### src/rtl/arbitro_botoes_pkg.sv
// Shared definitions for the button arbiter: FSM encoding, 50 MHz
// debounce defaults and a small modular-increment helper.
package arbitro_botoes_pkg;

  // Arbiter states: idle (nothing offered) or offering an event.
  typedef enum logic [0:0] {
    OCIOSO = 1'b0,
    OFERTA = 1'b1
  } estado_e;

  // 10 ms of stable level at 50 MHz.
  localparam int DEBOUNCE_CICLOS_50MHZ = 500_000;
  localparam int CONT_W_50MHZ          = 20;

  // Next index after idx in a ring of n entries.
  function automatic int prox_indice(input int idx, input int n);
    return (idx + 1) % n;
  endfunction

endpackage

### src/rtl/arbitro_botoes_debounce_canal.sv
// One button channel: 2-flop synchronizer, level debouncer and a
// press pulse (rising edge of the debounced level).
module debounce_canal
  import arbitro_botoes_pkg::*;
#(
  parameter int DEBOUNCE_CICLOS = DEBOUNCE_CICLOS_50MHZ,
  parameter int CONT_W          = CONT_W_50MHZ
) (
  input  logic clk,
  input  logic rst_n,
  input  logic botao_i,
  output logic pulso_o
);

  localparam logic [CONT_W-1:0] LIMITE = CONT_W'(DEBOUNCE_CICLOS - 1);

  logic              sinc1_q;
  logic              sinc_q;
  logic              estavel_q;
  logic              estavel_d;
  logic              estavel_ant_q;
  logic [CONT_W-1:0] cont_q;
  logic [CONT_W-1:0] cont_d;

  // Bring the asynchronous pin into the clock domain.
  always_ff @(posedge clk or negedge rst_n) begin
    if (!rst_n) begin
      sinc1_q <= 1'b0;
      sinc_q  <= 1'b0;
    end else begin
      sinc1_q <= botao_i;
      sinc_q  <= sinc1_q;
    end
  end

  // Count how long the synchronized level has differed from the accepted
  // one; accept it after the full window, restart on any return.
  always_comb begin
    cont_d    = cont_q;
    estavel_d = estavel_q;
    if (sinc_q != estavel_q) begin
      if (cont_q == LIMITE) begin
        estavel_d = sinc_q;
        cont_d    = '0;
      end else begin
        cont_d = cont_q + CONT_W'(1);
      end
    end else begin
      cont_d = '0;
    end
  end

  // Debounce state plus the one-cycle-delayed copy used for edge detect.
  always_ff @(posedge clk or negedge rst_n) begin
    if (!rst_n) begin
      cont_q        <= '0;
      estavel_q     <= 1'b0;
      estavel_ant_q <= 1'b0;
    end else begin
      cont_q        <= cont_d;
      estavel_q     <= estavel_d;
      estavel_ant_q <= estavel_q;
    end
  end

  // Press pulse is decoded straight from two flops (glitch-free), so the
  // pending bit can be set on the very next edge after the level settles.
  assign pulso_o = estavel_q & ~estavel_ant_q;

endmodule

### src/rtl/arbitro_botoes.sv
// Multi-button controller: debounces N buttons, latches each press as a
// pending request and hands them out one per transfer in round-robin order.
module arbitro_botoes
  import arbitro_botoes_pkg::*;
#(
  parameter int N_BOTOES        = 4,
  parameter int DEBOUNCE_CICLOS = DEBOUNCE_CICLOS_50MHZ,
  parameter int CONT_W          = CONT_W_50MHZ,
  parameter int ID_W            = $clog2(N_BOTOES)
) (
  input  logic                clk,
  input  logic                rst_n,
  input  logic [N_BOTOES-1:0] botoes,
  output logic                evento_valid,
  output logic [ID_W-1:0]     evento_id,
  input  logic                evento_ready,
  output logic [N_BOTOES-1:0] pendentes,
  output logic [N_BOTOES-1:0] overrun
);

  logic [N_BOTOES-1:0] pulso_s;
  logic [N_BOTOES-1:0] pend_q;
  logic [N_BOTOES-1:0] pend_d;
  logic [N_BOTOES-1:0] ovr_q;
  logic [N_BOTOES-1:0] ovr_d;
  logic [N_BOTOES-1:0] conc_s;
  logic [ID_W-1:0]     ptr_q;
  logic [ID_W-1:0]     ptr_d;
  logic [ID_W-1:0]     id_q;
  logic [ID_W-1:0]     id_d;
  logic [ID_W-1:0]     alvo_s;
  logic [ID_W-1:0]     idx_s;
  logic                achou_s;
  logic                conceder_s;
  logic                valid_q;
  logic                valid_d;
  estado_e             estado_q;
  estado_e             estado_d;

  genvar g;
  generate
    for (g = 0; g < N_BOTOES; g++) begin : g_canal
      debounce_canal #(
        .DEBOUNCE_CICLOS(DEBOUNCE_CICLOS),
        .CONT_W         (CONT_W)
      ) u_canal (
        .clk    (clk),
        .rst_n  (rst_n),
        .botao_i(botoes[g]),
        .pulso_o(pulso_s[g])
      );
    end
  endgenerate

  // Round-robin search: first pending channel at or above ptr, with wrap.
  always_comb begin
    achou_s = 1'b0;
    alvo_s  = '0;
    idx_s   = '0;
    for (int off = 0; off < N_BOTOES; off++) begin
      idx_s = ID_W'((int'(ptr_q) + off) % N_BOTOES);
      if (!achou_s && pend_q[idx_s]) begin
        achou_s = 1'b1;
        alvo_s  = idx_s;
      end else begin
        achou_s = achou_s;
      end
    end
  end

  // Arbiter next state, grant decision and pending/overrun update.
  always_comb begin
    estado_d   = estado_q;
    id_d       = id_q;
    ptr_d      = ptr_q;
    conceder_s = 1'b0;
    conc_s     = '0;
    case (estado_q)
      OCIOSO: begin
        if (achou_s) begin
          conceder_s = 1'b1;
          estado_d   = OFERTA;
        end else begin
          estado_d = OCIOSO;
        end
      end
      OFERTA: begin
        if (evento_ready) begin
          if (achou_s) begin
            conceder_s = 1'b1;
            estado_d   = OFERTA;
          end else begin
            estado_d = OCIOSO;
          end
        end else begin
          estado_d = OFERTA;
        end
      end
      default: begin
        estado_d = OCIOSO;
      end
    endcase

    if (conceder_s) begin
      id_d   = alvo_s;
      ptr_d  = ID_W'(prox_indice(int'(alvo_s), N_BOTOES));
      conc_s = N_BOTOES'(1) << alvo_s;
    end else begin
      id_d = id_q;
    end

    // A press landing on the grant cycle simply re-arms the bit.
    pend_d  = (pend_q & ~conc_s) | pulso_s;
    ovr_d   = pulso_s & pend_q & ~conc_s;
    valid_d = (estado_d == OFERTA);
  end

  // Arbiter and status registers.
  always_ff @(posedge clk or negedge rst_n) begin
    if (!rst_n) begin
      estado_q <= OCIOSO;
      id_q     <= '0;
      ptr_q    <= '0;
      pend_q   <= '0;
      ovr_q    <= '0;
      valid_q  <= 1'b0;
    end else begin
      estado_q <= estado_d;
      id_q     <= id_d;
      ptr_q    <= ptr_d;
      pend_q   <= pend_d;
      ovr_q    <= ovr_d;
      valid_q  <= valid_d;
    end
  end

  assign evento_valid = valid_q;
  assign evento_id    = id_q;
  assign pendentes    = pend_q;
  assign overrun      = ovr_q;

endmodule
### config.mk
export PLATFORM = sky130hd
export DESIGN_NAME = arbitro_botoes
export DESIGN_NICKNAME = d
export VERILOG_FILES = /design/src/rtl/arbitro_botoes_pkg.sv /design/src/rtl/arbitro_botoes_debounce_canal.sv /design/src/rtl/arbitro_botoes.sv
export SDC_FILE = /design/constraint.sdc
export NUM_CORES = 1
export LEC_CHECK = 0
export BUFFER_PORTS_ARGS = -buffer_cell sky130_fd_sc_hd__buf_2
export CAP_MARGIN = 25
export CORE_MARGIN = 3
export CORE_UTILIZATION = 45
export CTS_CLUSTER_SIZE = 10
export DETAILED_ROUTE_END_ITERATION = 7
export PLACE_DENSITY = 0.67
export SLEW_MARGIN = 20
export SYNTH_ARGS = -nofsm -noshare
export SYNTH_HDL_FRONTEND = slang
export SYNTH_HIERARCHICAL = 1
export SYNTH_SLANG_ARGS = --single-unit
### constraint.sdc
create_clock -name clk -period 5.85 [get_ports clk]
set_input_delay 1.4625 -clock clk [delete_from_list [all_inputs] [get_ports clk]]
set_output_delay 1.4625 -clock clk [all_outputs]
set_load 0.01 [all_outputs]
==> flow_summary.yaml, run 1 <==
yosys:
  synth_top_cell_area_share: 0.510
  seq_area_frac_synth: 0.510
  synth_edf_count: 0
  async_reset_ff_frac: 1.00
  synth.most_common_cell: "dfrtp_1"
  synthesis.yosys.warnings: 6
  synth_area_leaders: "dfrtp_1 (51%), xnor2_1 (9.8%), nor2_1 (6.6%)"
  synth.distinct_cells: 45
  netlist_area_sq_um: 5350
  synth-main-ff-cell: "dfrtp_1"
  synth_common_cells: "dfrtp_1 (109), nor2_1 (94), xnor2_1 (60), nand3_1 (28), nor4_1 (25)"
  yosys.area.top_type: "dfrtp_1"
  ys_ff_latch: 109
  synthCells: 505
  synth_nets: 520
  avgSynthCellArea_sq_um: 10.6
cts:
  clk_pin_slew_ns: 0.06
  ctsResizeCount: 0
  cts_tree: "built"
  root_buffer: "clkbuf_16"
  clkLatencyLatePin_ns: 0.34
  clock_sinks: 109
  cts_inserted_buffers: 9
  htreeDepth: 3
  cts_hold_buffers: 0
  cts_setup_buffers: 0
  clock_path_buffers: 2
power_and_ir_drop:
  net-switching-power_uw: 296
  pwr-share-seq: 0.554
  switching_share: 0.213
  share_comb_of_total_power: 0.030
  pwr_density_cell_nw_per_um2: 238
  p_leak_uw: 0.00242
  internal_power_uw: 1100
  p_clk_frac: 0.415
  irDropWorstVdd_mv: 0.162
  finalPower_uw: 1390
setup_path:
  cp_max_fo: 8
  cp_cell_sequence: "buf_2"
  rr_startpoint: "g_canal[0].u_canal/cont_q[10]"
  ff2ff_setup_slack_ns: 3.80
  rr_worst_depth: 4
  crit_type: "reg2out"
  cp-end-kind: "output port"
  startpoint_type: "flip-flop"
  cp_top_family: "flip-flops"
  crit_arrival_ns: 1.02
  required_ns: 4.39
  cp_slowest_cell: "dfrtp_1"
  cpPeakStageDelay_ns: 0.50
  r2r_end: "g_canal[0].u_canal/cont_q[3]"
  path_buf_inv: 1
  crit_cells: 1
detailed_routing:
  first_iter_violations: 159
  post_drt_wl_per_cell_um: 14.8
  wirelength_um: 9960
  ant_nets: 0
  dr.pass1.iters: 4
  drc: 0
  vias_per_cell: 5.41
  vias: 3641
floorplan:
  start_util: 0.465
  fp-row-count: 39
  io_pins: 18
  die_area_sq_um: 13200
  die_w_um: 115
  fp.coreArea_sq_um: 11500
  die-height_um: 115
placed_design:
  place.gp.congestion: 0.777
  placed_area_sq_um: 5570
  dp_hpwl_um: 6870
  io_buffers: 17
timing:
  max-slew-margin-rel: 0.460
  hold_viol: 0
  rsz0062_at_grt: "false"
  setup_viol: 0
  tns_ns: 0
  worst_pin_slew_ns: 0.810
  period_share: 0.425
  fin_crit_ns: 2.49
  skew_ns: 0.00927
  max_freq_mhz: 402
  slew_viol_final: 0
cells_and_area:
  syn2layout_area_growth_pct: 9.33
  antennaDiodeCount: 0
  drive_gt1_frac: 0.121
  utilization: 0.508
  fillers: 1030
  post-route-cell-area_sq_um: 5850
  final_nets: 541
min_path:
  whs_endpoint: "g_canal[3].u_canal/sinc_q"
  worst_hold_path.num_cells: 0
  hold_path.class: "reg2reg"
  hold_start: "g_canal[3].u_canal/sinc1_q"
global_route:
  grt_max_degree: 64
  grt_pass1_wl_um: 17400
  first_global_vias: 3694
  antenna_found_initial: 0
  globalRouteOverflowTotal: 0
  gr-usage-all-layers: 0.162
flow_run:
  maxCapViolCount: 0
status:
  status: "finished, final reports clean"
## area by class of cell
type | instances | area, sq um | share of cell area
multi-input cells | 372 | 2500 | 0.428
inverters | 16 | 60.1 | 0.0103
well taps | 143 | 179 | 0.0306
clock buffers | 12 | 267 | 0.0456
clock inverters | 3 | 18.8 | 0.00321
repair buffers | 18 | 95.1 | 0.0163
flip-flops and latches | 109 | 2730 | 0.466
## metal layers
layer	part of all wire	track usage	vias to the layer above
met3	0.034	0.0405	7
met5	0	0	-
met1	0.47	0.209	1781
met2	0.48	0.265	44
li1	-	-	1809
met4	0.012	0.0595	0
## worst max-delay path by stage
stage | end | from
floorplan | ptr_q[1] | evento_ready
global placement | g_canal[0].u_canal/cont_q[12] | rst_n
detailed placement | g_canal[0].u_canal/cont_q[12] | rst_n
CTS | pendentes[0] | pendentes[0]
global route | pendentes[0] | pendentes[0]
finish | pendentes[0] | pendentes[0]
## state kept, by name (all words and copies together), names as in the netlist
name                           cells
estado_q                           1
evento_id                          2
g_canal.u_canal/cont_q            80
g_canal.u_canal/estavel_ant_q      4
g_canal.u_canal/estavel_q          4
g_canal.u_canal/sinc1_q            4
g_canal.u_canal/sinc_q             4
overrun                            4
pendentes                          4
ptr_q                              2
## placed cells by master (no fill, tap or decap), types with 3 or more instances in the layout
master	instances
mux2i_1	9
and2_1	4
xnor2_1	60
dfrtp_1	109
nor4_4	4
nor3_1	17
and4_1	5
nor2_1	94
nand3_1	28
nor4_1	25
xor2_1	8
and3_1	4
o21ai_0	5
clkbuf_16	9
nand4_2	4
nand2_1	15
o21ai_4	4
nand4_1	21
nor2_4	4
inv_1	16
nor2b_1	5
or4bb_1	4
or4_1	4
a21boi_0	4
a21oi_1	9
mux2_2	4
buf_2	16
or3_4	4
ha_1	8
clkbuf_8	3
## power groups by stage
stage	clock [uW]	combinational (uW)	sequential, uW
after floorplan	0	23.4	784
after global placement	0	42.5	786
after detailed placement	0	43.5	786
after CTS	597	43.9	771
after global routing	631	49.1	772
final	578	42.0	772
## through the flow
stage,setup WS (ns),hold WS (ns),instances
6_report,3.36,0.350,673
5_1_grt,3.32,0.357,673
4_1_cts,3.34,0.352,673
3_5_place_dp,3.11,0.343,658
3_3_place_gp,3.14,0.335,658
2_1_floorplan,3.75,0.331,505
## kinds of logic after synthesis
group	Yosys count	synth area share
DFF	109	0.510
adders and majority gates	8	0.0187
muxes	14	0.0281
and+or+nand+nor	253	0.268
xor gates and xnor gates	68	0.111
buffers and inverters	24	0.0224
AOI/OAI and AO/OA	29	0.0416
Note: power is estimated with default switching activity, not from simulation.
==> run 2: changes to the inputs <==
- PLACE_DENSITY: 0.67 -> 0.69
- clock period: 5.85 -> 2.1 ns (I/O delays scaled with it)
==> flow_summary.yaml, run 2 (synthesis results as in run 1) <==
setup_path:
  cp-end-kind: "flip-flop"
  crit_arrival_ns: 2.25
  rr_startpoint: "g_canal[3].u_canal/cont_q[10]"
  crit_cells: 4
  setup.worst_path.end: "g_canal[3].u_canal/estavel_q"
  startpoint_type: "flip-flop"
  path_buf_inv: 0
  cp_slowest_cell: "or4_1"
  ff2ff_setup_slack_ns: 0.09
  cp_top_family: "simple AND/OR/NAND/NOR gates"
  r2r_end: "g_canal[3].u_canal/estavel_q"
  cpPeakStageDelay_ns: 0.54
  rr_worst_depth: 4
  required_ns: 2.34
  cp_max_fo: 5
  crit_type: "reg2reg"
  critPathLaunch: "g_canal[3].u_canal/cont_q[10]"
  cp_cell_sequence: "or4_1 > or3_4 > nor2_4 > mux2_2"
floorplan:
  die-height_um: 115
  start_util: 0.465
  die_w_um: 115
  fp-row-count: 39
  io_pins: 18
  die_area_sq_um: 13200
  fp.coreArea_sq_um: 11500
cts:
  htreeDepth: 3
  cts_tree: "built"
  clock_path_buffers: 2
  cts_inserted_buffers: 9
  clock_sinks: 109
  ctsResizeCount: 0
  cts_setup_buffers: 0
  cts_hold_buffers: 0
  root_buffer: "clkbuf_16"
  clkLatencyLatePin_ns: 0.35
  clk_pin_slew_ns: 0.07
cells_and_area:
  syn2layout_area_growth_pct: 13.8
  final_nets: 566
  final_cell_mix: "dfrtp_1 (109), nor2_1 (94), xnor2_1 (60)"
  final_common_cell: "dfrtp_1"
  fin_cells: 698
  largest_reg_flops: 80
  regMostFlops: "g_canal.u_canal/cont_q"
  drive_gt1_frac: 0.159
  fillers: 997
  post-route-cell-area_sq_um: 6090
  antennaDiodeCount: 0
detailed_routing:
  dr.pass1.iters: 4
  post_drt_wl_per_cell_um: 15.1
  vias: 3881
  vias_per_cell: 5.56
  ant_nets: 0
  drc: 0
  wirelength_um: 10500
  first_iter_violations: 354
timing:
  worst_pin_slew_ns: 0.428
  setup_viol: 0
  period_share: 0.958
  max-slew-margin-rel: 0.712
  rsz0062_at_grt: "false"
  fin_ws_ns: 0.0881
  skew_ns: 0.00547
  tns_ns: 0
  hold_viol: 0
  fin_crit_ns: 2.01
  slew_viol_final: 0
  max_freq_mhz: 497
global_route:
  first_global_vias: 3828
  grtUsageMet3: 0.0505
  gr-usage-met2: 0.277
  gr-usage-all-layers: 0.172
  antenna_found_initial: 0
  globalRouteOverflowTotal: 0
  grt_pass1_wl_um: 18200
  grt_max_degree: 41
  grt_busiest_layer: "met2"
  grt_util_met1: 0.223
flow_run:
  maxCapViolCount: 0
placed_design:
  place.gp.congestion: 0.855
  placed_area_sq_um: 5800
  dpl_worst_slack_ns: 0.0914
  dp_hpwl_um: 7520
  place_inst: 683
  io_buffers: 17
power_and_ir_drop:
  finalPower_uw: 3930
  pwr_density_cell_nw_per_um2: 646
  irDropWorstVdd_mv: 0.480
  p_leak_uw: 0.00256
status:
  status: "finished, final reports clean"
min_path:
  hold_path.class: "in2async"
run 2: changes by cell type in the layout (fill, tap and decap cells not counted):
| cell | before | now |
|---|---|---|
| clkinv_2 | 2 | 0 |
| buf_4 | 2 | 23 |
| buf_12 | 0 | 4 |
| clkinvlp_4 | 0 | 1 |
| clkbuf_1 | 0 | 1 |
run 2: final cells by class:
cell class / instances / area, sq um / area share
flip-flops and latches: 109 / 2730 / 0.448
multi-input cells: 372 / 2500 / 0.411
repair buffers: 43 / 333 / 0.0547
clock buffers: 13 / 270 / 0.0444
well taps: 143 / 179 / 0.0294
inverters: 16 / 60.1 / 0.00986
clock inverters: 2 / 16.3 / 0.00267
run 2: where the power goes:
part	leakage [uW]	total [uW]	switching [uW]	internal (uW)
Sequential	0.00149	2150	25.5	2120
Clock	0.000138	1640	741	900
Combinational	0.000923	139	88.8	50.5
run 2: worst min path at each step:
stage / from / end / slack, ns / cells after the start
finish: rst_n / g_canal[3].u_canal/cont_q[7] / 0.09 / 1
global route: rst_n / g_canal[1].u_canal/cont_q[15] / 0.10 / 1
CTS: rst_n / g_canal[3].u_canal/cont_q[7] / 0.09 / 1
detailed placement: g_canal[3].u_canal/sinc1_q / g_canal[3].u_canal/sinc_q / 0.34 / 0
global placement: g_canal[3].u_canal/sinc1_q / g_canal[3].u_canal/sinc_q / 0.35 / 0
floorplan: rst_n / estado_q / 0.23 / 0
run 2: routing by layer:
metal / share of wire / up-vias
li1: - / 1847
met1: 0.46 / 1940
met2: 0.49 / 76
met3: 0.034 / 18
met4: 0.021 / 0
met5: 0 / -
run 2: per-stage QoR:
step / utilization / hold WS [ns]
floorplan: - / 0.229
global placement: 0.504 / 0.348
detailed placement: 0.504 / 0.344
CTS: 0.529 / 0.0893
global route: 0.529 / 0.103
finish: 0.529 / 0.0899
run 2: worst register-to-register path, delay by kind of cell (launching register included):
family,cells,cell delay [ns]
simple gates,3,1.12
mux,1,0.34
flops,1,0.44
==> run 3: changes to the inputs <==
- clock period: 2.1 -> 1.8 ns (I/O delays scaled with it)
==> flow_summary.yaml, run 3 (synthesis results as in run 1) <==
cells_and_area:
  utilization: 0.564
  fin_cells: 739
  antennaDiodeCount: 0
  final_nets: 606
  regMostFlops: "g_canal.u_canal/cont_q"
  post-route-cell-area_sq_um: 6500
  drive_gt1_frac: 0.232
  largest_reg_flops: 80
  final_cell_mix: "dfrtp_1 (107), nor2_1 (93), buf_4 (62)"
  syn2layout_area_growth_pct: 21.4
  final_common_cell: "dfrtp_1"
global_route:
  antenna_found_initial: 0
  grt_pass1_wl_um: 18700
  globalRouteOverflowTotal: 0
  gr-usage-all-layers: 0.174
  first_global_vias: 4027
  grt_max_degree: 41
cts:
  root_buffer: "clkbuf_16"
  cts_inserted_buffers: 9
  clock_sinks: 109
  cts_hold_buffers: 0
  clkLatencyLatePin_ns: 0.35
  clk_pin_slew_ns: 0.07
  htreeDepth: 3
  cts_tree: "built"
  clock_path_buffers: 2
placed_design:
  dp_hpwl_um: 7530
  io_buffers: 17
  place_inst: 721
  placed_area_sq_um: 6120
  place.gp.congestion: 0.873
setup_path:
  cp-end-kind: "flip-flop"
  critPathLaunch: "g_canal[3].u_canal/cont_q[14]"
  rr_startpoint: "g_canal[3].u_canal/cont_q[14]"
  crit_type: "reg2reg"
  required_ns: 2.04
  startpoint_type: "flip-flop"
  crit_arrival_ns: 2.08
  cp_max_fo: 2
detailed_routing:
  ant_nets: 0
  post_drt_wl_per_cell_um: 14.2
  first_iter_violations: 244
  drc: 0
  dr.pass1.iters: 5
  vias_per_cell: 5.40
  vias: 3991
  wirelength_um: 10500
min_path:
  hold_path.class: "in2async"
status:
  status: "complete, but fails checks"
  violations: "setup timing"
power_and_ir_drop:
  pwr_density_cell_nw_per_um2: 746
  p_leak_uw: 0.00280
  irDropWorstVdd_mv: 0.462
timing:
  max_freq_mhz: 542
  worst_pin_slew_ns: 0.416
  setup_viol: 5
  slew_viol_final: 0
  fin_crit_ns: 1.85
  rsz0062_at_grt: "true"
  period_share: 1.03
  max-slew-margin-rel: 0.720
  fin_ws_ns: -0.0456
  skew_ns: 0.00437
  hold_viol: 0
floorplan:
  start_util: 0.465
  io_pins: 18
  fp-row-count: 39
  fp.coreArea_sq_um: 11500
  die-height_um: 115
  die_area_sq_um: 13200
  die_w_um: 115
flow_run:
  maxCapViolCount: 0
-- run 3: what timing repair did --
item | CTS | global route
setup endpoints to repair | 47 | 77
setup buffers | 2 | 0
pin swaps | 2 | 1
resized for setup | 2 | 8
-- run 3: metal layers --
metal  GRT usage  vias to the layer above  wire, um
met4      0.0657                        0       197
met1       0.233                     1971      4880
met3      0.0300                       14       348
li1            -                     1941         -
met5           0                        -         0
met2       0.283                       65      5100
-- run 3: critical path: stages (launching register included) --
cell and delay [ns]:
dfrtp_1 0.38, or4bb_1 0.50, or3_4 0.44, nor2_4 0.12, mux2_4 0.30
-- run 3: final cells by class --
cell class                 count  area [sq um]
fill                         969          5020
inverter                      16          60.1
sequential                   109          2730
clock buffer                   9           225
timing repair buffer          83           646
multi-input combinational    372          2550
clock inverter                 7           105
tap                          143           179
-- run 3: worst paths after layout --
| path | to | slack (ns) | cells after the start |
|---|---|---|---|
| worst max-delay path | g_canal[3].u_canal/estavel_q | -0.05 | 4 |
| worst min-delay path | g_canal[3].u_canal/sinc_q | 0.003 | 1 |
| worst max register to register | g_canal[3].u_canal/estavel_q | -0.05 | 4 |
| worst min register to register | g_canal[1].u_canal/sinc_q | 0.35 | 0 |
| max in group asynchronous | g_canal[3].u_canal/cont_q[2] | 1.18 | 2 |
| min in group clk | g_canal[3].u_canal/sinc1_q | 0.20 | 1 |
-- run 3: power by group --
part / switching, uW / internal [uW] / total, uW
Sequential: 29.4 / 2480 / 2510
Clock: 936 / 1240 / 2180
Combinational: 104 / 63.2 / 167
Total: 1070 / 3780 / 4850
-- run 3: metrics by stage --
| step | setup TNS, ns | total power, uW | hold slack [ns] | setup slack (ns) |
|---|---|---|---|---|
| floorplan | -0.114 | 2630 | 0.154 | -0.0307 |
| global route | -2.06 | 5050 | 0.0136 | -0.106 |
| global placement | -0.0324 | 2720 | 0.334 | -0.0196 |
| detailed placement | -0.279 | 2730 | 0.339 | -0.0561 |
| finish | -0.112 | 4850 | 0.00331 | -0.0456 |
| CTS | -0.145 | 4920 | 0.00338 | -0.0491 |
